`src/rtl/uart_pkg.sv`:
```
// Shared types and constants for the UART frame receiver.
package uart_pkg;

  localparam int unsigned FRAME_W = 9;
  localparam int unsigned DATA_W  = 8;

  typedef enum logic [2:0] {
    IDLE   = 3'd0,
    START  = 3'd1,
    DATA   = 3'd2,
    PARITY = 3'd3,
    STOP   = 3'd4,
    BREAK  = 3'd5
  } state_t;

  // Returns 1 when data plus received parity bit does not match the expected sense.
  function automatic logic parity_fail(input logic [DATA_W-1:0] d, input logic p, input logic odd);
    return (^{d, p}) != odd;
  endfunction

endpackage

```
`src/rtl/uart_baud_tick.sv`:
```
// Oversample tick generator: one-clock tick every DIV clocks, held in phase by clr.
module uart_baud_tick #(
  parameter int unsigned DIV = 1
) (
  input  logic clk,
  input  logic rst,
  input  logic clr,
  output logic tick
);

  localparam int unsigned    CW   = (DIV > 1) ? $clog2(DIV) : 1;
  localparam logic [CW-1:0]  LAST = CW'(DIV - 1);

  logic [CW-1:0] cnt;

  always_ff @(posedge clk or negedge rst) begin
    if (!rst)                     cnt <= '0;
    else if (clr || cnt == LAST)  cnt <= '0;
    else                          cnt <= cnt + 1'b1;
  end

  assign tick = !clr && (cnt == LAST);

endmodule

```
`src/rtl/uart_frame_receiver.sv`:
```
// UART receiver: 8 data + parity + stop, LSB first; emits {parity, data} with strobes.
module uart_frame_receiver
  import uart_pkg::*;
#(
  parameter int unsigned CLK_FREQ   = 100_000_000,
  parameter int unsigned BAUD       = 115_200,
  parameter int unsigned OVERSAMPLE = 16,
  parameter bit          PARITY_ODD = 1'b0
) (
  input  logic               clk,
  input  logic               rst,
  input  logic               rx,
  output logic [FRAME_W-1:0] frame,
  output logic               frame_valid,
  output logic               parity_err,
  output logic               frame_err,
  output logic               busy
);

  localparam int unsigned   DIV_RAW = CLK_FREQ / (BAUD * OVERSAMPLE);
  localparam int unsigned   DIV     = (DIV_RAW < 1) ? 1 : DIV_RAW;
  localparam int unsigned   TW      = $clog2(OVERSAMPLE);
  localparam logic [TW-1:0] MID_T   = TW'(OVERSAMPLE / 2 - 1);
  localparam logic [TW-1:0] LAST_T  = TW'(OVERSAMPLE - 1);

  state_t              state, state_d;
  logic                rx_meta, rx_s, rx_prev;
  logic                tick;
  logic [TW-1:0]       tick_cnt, tick_cnt_d;
  logic [2:0]          bit_cnt, bit_cnt_d;
  logic [DATA_W-1:0]   shift, shift_d;
  logic                par, par_d;
  logic [FRAME_W-1:0]  frame_d;
  logic                fv_d, pe_d, fe_d;
  logic                mid_tick, bit_tick;

  uart_baud_tick #(.DIV(DIV)) u_tick (
    .clk  (clk),
    .rst  (rst),
    .clr  (state == IDLE),
    .tick (tick)
  );

  assign mid_tick = tick && (tick_cnt == MID_T);
  assign bit_tick = tick && (tick_cnt == LAST_T);
  assign busy     = (state != IDLE);

  always_ff @(posedge clk or negedge rst) begin
    if (!rst) begin
      rx_meta     <= 1'b1;
      rx_s        <= 1'b1;
      rx_prev     <= 1'b1;
      state       <= IDLE;
      tick_cnt    <= '0;
      bit_cnt     <= '0;
      shift       <= '0;
      par         <= 1'b0;
      frame       <= '0;
      frame_valid <= 1'b0;
      parity_err  <= 1'b0;
      frame_err   <= 1'b0;
    end else begin
      rx_meta     <= rx;
      rx_s        <= rx_meta;
      rx_prev     <= rx_s;
      state       <= state_d;
      tick_cnt    <= tick_cnt_d;
      bit_cnt     <= bit_cnt_d;
      shift       <= shift_d;
      par         <= par_d;
      frame       <= frame_d;
      frame_valid <= fv_d;
      parity_err  <= pe_d;
      frame_err   <= fe_d;
    end
  end

  always_comb begin
    state_d    = state;
    tick_cnt_d = tick_cnt;
    bit_cnt_d  = bit_cnt;
    shift_d    = shift;
    par_d      = par;
    frame_d    = frame;
    fv_d       = 1'b0;
    pe_d       = 1'b0;
    fe_d       = 1'b0;

    if (tick) tick_cnt_d = (tick_cnt == LAST_T) ? '0 : tick_cnt + 1'b1;

    case (state)
      IDLE: begin
        tick_cnt_d = '0;
        if (rx_prev && !rx_s) begin
          state_d   = START;
          bit_cnt_d = '0;
        end
      end
      START: begin
        // Restarting the tick count here puts every later sample at mid-bit.
        if (mid_tick) begin
          if (rx_s) begin
            state_d = IDLE;
          end else begin
            state_d    = DATA;
            tick_cnt_d = '0;
          end
        end
      end
      DATA: begin
        if (bit_tick) begin
          shift_d[bit_cnt] = rx_s;
          bit_cnt_d        = bit_cnt + 3'd1;
          if (bit_cnt == 3'd7) state_d = PARITY;
        end
      end
      PARITY: begin
        if (bit_tick) begin
          par_d   = rx_s;
          state_d = STOP;
        end
      end
      STOP: begin
        if (bit_tick) begin
          if (rx_s) begin
            frame_d = {par, shift};
            fv_d    = 1'b1;
            pe_d    = parity_fail(shift, par, PARITY_ODD);
            state_d = IDLE;
          end else begin
            fe_d    = 1'b1;
            state_d = BREAK;
          end
        end
      end
      BREAK: begin
        if (rx_s) state_d = IDLE;
      end
      default: state_d = IDLE;
    endcase
  end

endmodule
```
`config.mk`:
```
export PLATFORM = sky130hd
export DESIGN_NAME = uart_frame_receiver
export DESIGN_NICKNAME = d
export VERILOG_FILES = /design/src/rtl/uart_pkg.sv /design/src/rtl/uart_baud_tick.sv /design/src/rtl/uart_frame_receiver.sv
export SDC_FILE = /design/constraint.sdc
export NUM_CORES = 1
export LEC_CHECK = 0
export CORE_MARGIN = 2
export CORE_UTILIZATION = 55
export DETAILED_ROUTE_END_ITERATION = 16
export PLACE_DENSITY = 0.84
export SYNTH_ARGS = -nofsm -noshare
export SYNTH_HDL_FRONTEND = slang
export SYNTH_SLANG_ARGS = --single-unit
```
`constraint.sdc`:
```
create_clock -name clk -period 2.2 [get_ports clk]
set_input_delay 0.22 -clock clk [delete_from_list [all_inputs] [get_ports clk]]
set_output_delay 0.22 -clock clk [all_outputs]
set_load 0.02 [all_outputs]
```
* After elaboration in Yosys (flattened, before gate mapping)
Index checks and enable logic that the tools add are counted.
** Cells by class
- $add $sub $neg :: 3
- Multipliers :: 0
- Div/mod/pow operators :: 0
- Magnitude comparators :: 2
- Equality and inequality tests :: 16
- Shift-type cells :: 0
- Multiplexer cells :: 31
- Bitwise gates (word level) :: 0
- Reduce and logical (&&, ||, !) cells :: 17
** Operators by type and width (count)
- 2-to-1 mux 3 bit :: 10
- case mux 3 bit (6 select lines) :: 1
- 2-to-1 mux 4 bit :: 4
- != test 2 bit, second input constant :: 7
- 2-to-1 mux 1 bit :: 10
- == test 3 bit, second input constant :: 3
- XOR reduction 9 bit :: 1
- bitwise mux 8 bit :: 1
- case mux 4 bit (2 select lines) :: 1
- AND reduction 7 bit :: 1
- adder 6 x 1 -> 6 bit, second input constant :: 1
- == test 3 x 2 -> 1 bit, second input constant :: 2
- == test 6 bit, second input constant :: 1
- 2-to-1 mux 6 bit :: 1
- case mux 3 bit (2 select lines) :: 1
- AND reduction 3 bit :: 2
- logical AND 1 bit :: 5
- adder 4 x 1 -> 4 bit, second input constant :: 1
- == test 4 x 3 -> 1 bit, second input constant :: 1
- == test 4 bit, second input constant :: 1
- < comparator 3 x 4 -> 1 bit, second input constant :: 1
- AND reduction 2 bit :: 2
- adder 3 x 1 -> 3 bit, second input constant :: 1
- demux 1 bit (select 3 bit) :: 1
- other kinds (8) :: 9
** Word-level totals
- Bits in registers :: 40
- Latch bits :: 0
- Memory bits (writable) :: 0
- ROM bits :: 0
- Output and inout port bits :: 13
- Word-level logic and storage cells :: 82
- Memories :: 0

* Logic depth before layout (Yosys ltp)
Gate-level depths: netlist (run 1).
- Depth in word-level cells :: 7
- Depth in mapped cells :: 7
- Mapped depth without buffers :: 6

* Hierarchy
A second synthesis (run 1) with hierarchy kept.
** Second synthesis, totals
- Cells, all modules :: 160
- Area, all modules :: 1950.6 sq um
** By module, submodules not included
- uart_frame_receiver :: times used 1, cells each 133, area each 1660.3 sq um, seq. area each 854.6 sq um
- uart_baud_tick :: times used 1, cells each 27, area each 290.3 sq um, seq. area each 150.1 sq um

* Worst setup path after synthesis (run 1)
No wires, ideal clock.
- Path type :: reg2reg
- Start :: register tick_cnt[0]
- End :: register frame[1]
- Arrival time :: 1705 ps
- Data required time :: 2073 ps
- Slack :: 367 ps
- Stages on the path, launching flop included :: 7
- Buffers on the path :: 1
- Clock period less this slack :: 1833 ps
- Cells stage by stage :: dfrtp_1 -> ha_1 -> nand4_4 -> nor4_4 -> and3_1 -> buf_6 -> mux2_1
** On the way
- Longest elaborated chain between the ends :: 3
** Ends and longest elaborated chain
- from (decl) :: RTL line uart_frame_receiver.sv:29 : logic [TW-1:0] tick_cnt, tick_cnt_d;
- from (signal assigned) :: RTL line uart_frame_receiver.sv:67 : tick_cnt <= tick_cnt_d;
- == test 4 bit :: RTL line uart_frame_receiver.sv:45 : assign bit_tick = tick && (tick_cnt == LAST_T);
- logical AND 1 bit :: RTL line uart_frame_receiver.sv:45
- AND reduction 3 bit (no line)
- to (signal assigned) :: RTL line uart_frame_receiver.sv:71 : frame <= frame_d;
- to (decl) :: RTL line uart_frame_receiver.sv:13 : output logic [FRAME_W-1:0] frame,
Every way passes these cells.
A chain may end at the register's enable or synchronous reset.

* Final worst setup path (run 1)
- Start :: register state[0]
- End :: output busy
** On the way
- Longest elaborated chain between the ends :: 1
** Ends and longest elaborated chain
- from (decl) :: RTL line uart_frame_receiver.sv:26 : state_t state, state_d;
- from (signal assigned) :: RTL line uart_frame_receiver.sv:66 : state <= state_d;
- nonzero test 3 bit :: RTL line uart_frame_receiver.sv:46 : assign busy = (state != IDLE);
- to (decl) :: RTL line uart_frame_receiver.sv:17 : output logic busy
Every way passes these cells.

==> impl_metrics.ini, run 1 <==
[clock_network]
cts-buffers-inserted = 5
post_cts_buffers = 0
clock_path_buffers = 2
clock_latency_ps = 360
root_buffer = clkbuf_4
cts_tree = done
path_clk_slew_ps = 110
htree_num_levels = 2
clkSinkCount = 40

[die]
die-area_um2 = 4070
rows = 21
num_io_pins = 16
die_w_um = 63.8
coreArea_um2 = 3390
start_util = 0.581
die_h_um = 63.8

[logic_synthesis]
synth.distinct_cells = 43
synth-compound-area-share = 0.0769
synthXorXnorAreaFrac = 0.0604
synth-seq-cells = 40
synth_area_um2 = 1970
synth_top_area_cell = dfrtp_1
yosys-top-cells-count = 37 x dfrtp_1, 13 x nor2_1, 10 x mux2_2
synthSimpleGateAreaFrac = 0.182
synth-main-ff-cell = dfrtp_1
postSynth.asyncResetShare = 1.00
synthCells = 165
synth_most_common_cell = dfrtp_1
ys_seq_area_frac = 0.510
synth_top_area_frac = 0.470
synth_mux_area_frac = 0.108
syn_nets = 173
postSynthAreaPerCell_um2 = 11.9
synth_top_family_by_area = simple AND/OR/NAND/NOR gates
synthAdderAreaFrac = 0.0318
ys_warn_count = 0
netlist_top_cells_area = dfrtp_1 47%, mux2_2 5.7%, mux2_1 4.6%, dfstp_2 4.0%, ha_1 3.2%
synth_edf_count = 0

[critical_path]
startpoint_type = flip-flop
crit_type = flip-flop to output pin
crit_required_ps = 1980
reg2reg_from = tick_cnt[0]
critPathMaxFanout = 7
critPathBufInv = 1
cp_cell_sequence = or3_1 -> clkdlybuf4s50_1
cp_slowest_cell = clkdlybuf4s50_1
crit_start = state[0]
cp.depth = 2
slowest_delay_ps = 560
crit_family = buffers and inverters
cp-end-kind = output pin
cp.arrival_ps = 1910
rr_worst_depth = 6

[sta]
fmax_ghz = 0.469
finClkSkew_ps = 16.7
maxSlewHeadroom = 0.429
hold_viol = 0
rsz0062_at_grt = no
setup_viol = 0
tightest_slew_ps = 857
fin_crit_ps = 2130
holdWs_ps = 271
fin_ws_ps = 67.6
period_share = 0.969
fin_setup_tns_ps = 0
drv_slew = 0

[flow_run]
cap_violations = 0

[min_path]
hold_depth = 1
hold_path_class = input port to flip-flop
min-delay-start = rx

[place]
dpl.hpwl_mm = 2.52
gp_congestion = 0.826
io_buffers = 15
dp_cells = 223
pre_cts_slack_ps = 246

[global_route]
grt-ovfl-total = 0
grt_max_degree = 41
grt_pass1_wl_mm = 6.34
grt.total_usage = 0.204
grt_pass1_vias = 1331
antenna_found_initial = 0

[final_layout]
diodes = 0
final_cells = 232
layout.nets = 193
drive_above_1_share = 0.172
syn2layout_area_growth_pct = 13.0

[route]
drc = 0
drt-total-wl_mm = 3.64
drt_iter0_drc = 35
ant_nets = 0
wl_per_cell_um = 15.7
dr.pass1.iters = 4
viasPerCell = 5.66
vias = 1313

[power_and_ir_drop]
total_power_mw = 1.46
leakage_nw = 1.05
irDropWorstVdd_uv = 493
cellPowerDensity_nw_per_um2 = 658

[status]
status = finished, final reports clean
## power breakdown
group	internal (mW)	switching [mW]
clock	0.128	0.237
sequential	0.772	0.0658
combinational	0.112	0.148
## worst paths after layout
path | end | slack (ps)
worst max-delay path | busy | 70
worst min-delay path | rx_meta | 270
worst max register to register | frame[8] | 230
worst min register to register | rx_s | 370
max in group asynchronous | tick_cnt[0] | 1160
min in group asynchronous | shift[2] | 500
## cell usage in the layout, fill, tap and decap left out, types with 3 or more instances in the layout
cell / count
dfrtp_1: 37
clkdlybuf4s50_1: 14
nor2_1: 13
mux2_2: 10
mux2_1: 8
nand2_1: 7
nand3_1: 7
xnor2_1: 7
a21oi_1: 5
ha_1: 5
clkbuf_4: 5
buf_4: 5
xor2_1: 4
nand4_1: 4
or3_1: 3
inv_1: 3
nand3b_1: 3
o21ai_0: 3
and3_1: 3
a211o_1: 3
dfstp_2: 3
## sequential cells by signal, summed over array words and instances, names as in the netlist
name	flops
state	3
bit_cnt	3
rx_prev	1
tick_cnt	4
frame_err	1
rx_meta	1
par	1
frame	9
frame_valid	1
shift	8
parity_err	1
u_tick.cnt	6
rx_s	1
## logic make-up (layout without fill, tap and decap cells)
family / after synthesis / in the layout
and+or+nand+nor: 58 / 58
DFF: 40 / 40
AOI/OAI and AO/OA: 20 / 20
muxes: 19 / 19
xor gates and xnor gates: 12 / 12
buffers and inverters: 11 / 32
adders and majority gates: 5 / 5
## area by class of cell
cell class / count / area (um2)
flip-flops and latches: 40 / 1000
clock buffers: 7 / 45.0
well taps: 46 / 57.6
repair buffers: 21 / 193
clock inverters: 1 / 8.76
fillers: 237 / 1160
inverters: 3 / 11.3
multi-input cells: 114 / 905
## through the flow
step                area, um2   util
global placement         2160  0.638
CTS                      2220  0.656
global route             2220  0.656
detailed placement       2160  0.638
finish                   2220  0.656
floorplan                1970      -
## repair_timing
action,4_1_cts,5_1_grt
hold buffers,1,0
endpoints found under the hold margin,31,0
resized for setup,0,0
## metal layers
layer,up-vias,GRT usage,part of all wire
met2,34,0.311,0.47
met5,-,0,0
met1,639,0.274,0.46
li1,631,-,-
met4,0,0.0978,0.021
met3,9,0.0493,0.043
Power figures use the tool's default switching activity.
==> run 2: changes to the inputs <==
- CTS_CLUSTER_DIAMETER: default -> 120
==> results of run 2 <==
The final DEF is identical to that of run 1; final timing and power are the same.
==> run 3: changes to the inputs <==
- PLACE_DENSITY: 0.84 -> 0.76
==> run 3 against run 2 <==
The flow now finishes with violations (hold timing). Fmax up 9.1%. Clock skew down 13 ps. First-iteration DRC count rose to 3.2 times the previous value. Power down 2.4%. Die area unchanged. Sequential cell count unchanged. Count of clock-buffer cells in the layout unchanged. Cell area down 0.79%. Clock power down 3%.
==> impl_metrics.ini, run 3 (synthesis gave the netlist of run 1 again) <==
[status]
status = finished, violations left
violations = hold timing

[final_layout]
largest_reg_flops = 9
fin_util = 0.651
layout.nets = 191
diodes = 0
drive_above_1_share = 0.174
final_cell_mix = 36 x dfrtp_1, 13 x nor2_1, 13 x clkdlybuf4s50_1, 10 x mux2_2, 8 x mux2_1
final_common_cell = dfrtp_1
top_regs = frame (9), shift (8), u_tick.cnt (6)
largest_register = frame
final_cells = 230
syn2layout_area_growth_pct = 12.1

[clock_network]
clock_path_buffers = 2
clock_latency_ps = 340
cts_resized = 1
post_cts_buffers = 0
htree_num_levels = 2
cts_tree = done
clkSinkCount = 40
cts-buffers-inserted = 5
holdBufCountCts = 0
root_buffer = clkbuf_4
path_clk_slew_ps = 110

[global_route]
grt_max_degree = 41
grt-ovfl-total = 0
grt_pass1_wl_mm = 6.06
grt.total_usage = 0.192
antenna_found_initial = 0
grt_pass1_vias = 1293

[critical_path]
cp_slowest_cell = dfrtp_1
crit_type = flip-flop to flip-flop
cp.arrival_ps = 2190
cp-end-kind = flip-flop
cp_cell_sequence = ha_1 -> nand4_4 -> nor4_4 -> and3_1 -> buf_4 -> mux2_2
reg2reg_from = tick_cnt[0]
startpoint_type = flip-flop
critPathMaxFanout = 11
crit_required_ps = 2440
slowest_delay_ps = 420
rr_worst_depth = 6
crit_start = tick_cnt[0]
cp.depth = 6
critPathBufInv = 1
crit_family = simple AND/OR/NAND/NOR gates
reg2reg_slack_ps = 240

[die]
num_io_pins = 16
coreArea_um2 = 3390
die-area_um2 = 4070
start_util = 0.581
rows = 21
die_h_um = 63.8
die_w_um = 63.8

[route]
drc = 0
dr.pass1.iters = 4
wl_per_cell_um = 14.8
drt_iter0_drc = 113
viasPerCell = 5.58
drt-total-wl_mm = 3.42
ant_nets = 0
vias = 1283

[power_and_ir_drop]
p_switching_mw = 0.431
power.internal_mw = 0.997
irDropWorstVdd_uv = 454
p_sw_frac = 0.302
leakage_nw = 1.05
p_seq_frac = 0.598
pwr-share-comb = 0.154
p_clk_frac = 0.248
cellPowerDensity_nw_per_um2 = 647
total_power_mw = 1.43

[sta]
fin_setup_tns_ps = 0
maxSlewHeadroom = 0.428
fmax_ghz = 0.511
tightest_slew_ps = 858
finClkSkew_ps = 4.13
rsz0062_at_grt = no
holdWs_ps = -23.7
setup_viol = 0
fin_ws_ps = 245
fin_crit_ps = 1960
hold_viol = 37
period_share = 0.889
drv_slew = 0

[min_path]
hold_path_class = input port to asynchronous set/reset pin

[place]
gp_congestion = 0.793
io_buffers = 15
dp_cells = 222
pre_cts_slack_ps = 281
dpl.hpwl_mm = 2.41

[flow_run]
cap_violations = 0
[run 3: path summary, 6_finish.rpt]
path,to
setup / recovery,frame[0]
hold / removal,state[1]
setup reg to reg,frame[0]
hold reg to reg,rx_s
min in group clk,rx_meta
max in group asynchronous,state[0]
[run 3: stage by stage]
step / hold WS [ps] / cell area (um2)
after floorplan: -75.6 / 1970
final: -23.7 / 2210
after global routing: 49.7 / 2210
after CTS: 5.35 / 2200
after detailed placement: 348 / 2150
after global placement: 346 / 2150
[run 3: metal layers]
metal / vias up / track usage / part of all wire
met5: - / 0 / 0
met4: 0 / 0.0842 / 0.013
met3: 5 / 0.0387 / 0.054
met2: 26 / 0.275 / 0.43
met1: 624 / 0.284 / 0.50
li1: 628 / - / -
[run 3: area by class of cell]
type	count	area [um2]
Clock inverter	1	5.00
Inverter	3	11.3
Timing Repair Buffer	19	178
Fill cell	266	1180
Multi-Input combinational cell	114	905
Clock buffer	7	45.0
Sequential cell	40	1010
Tap cell	46	57.6
[run 3: power groups by stage]
stage	sequential (mW)	clock, mW	combinational, mW
floorplan	0.824	0	0.190
global placement	0.858	0	0.216
detailed placement	0.864	0	0.223
CTS	0.853	0.367	0.224
global route	0.865	0.396	0.243
finish	0.854	0.354	0.221
[run 3: worst register-to-register path, cell delays in order, from the launching register on]
cell	delay, ps
dfrtp_1	420
ha_1	290
nand4_4	170
nor4_4	250
and3_1	180
buf_4	190
mux2_2	350
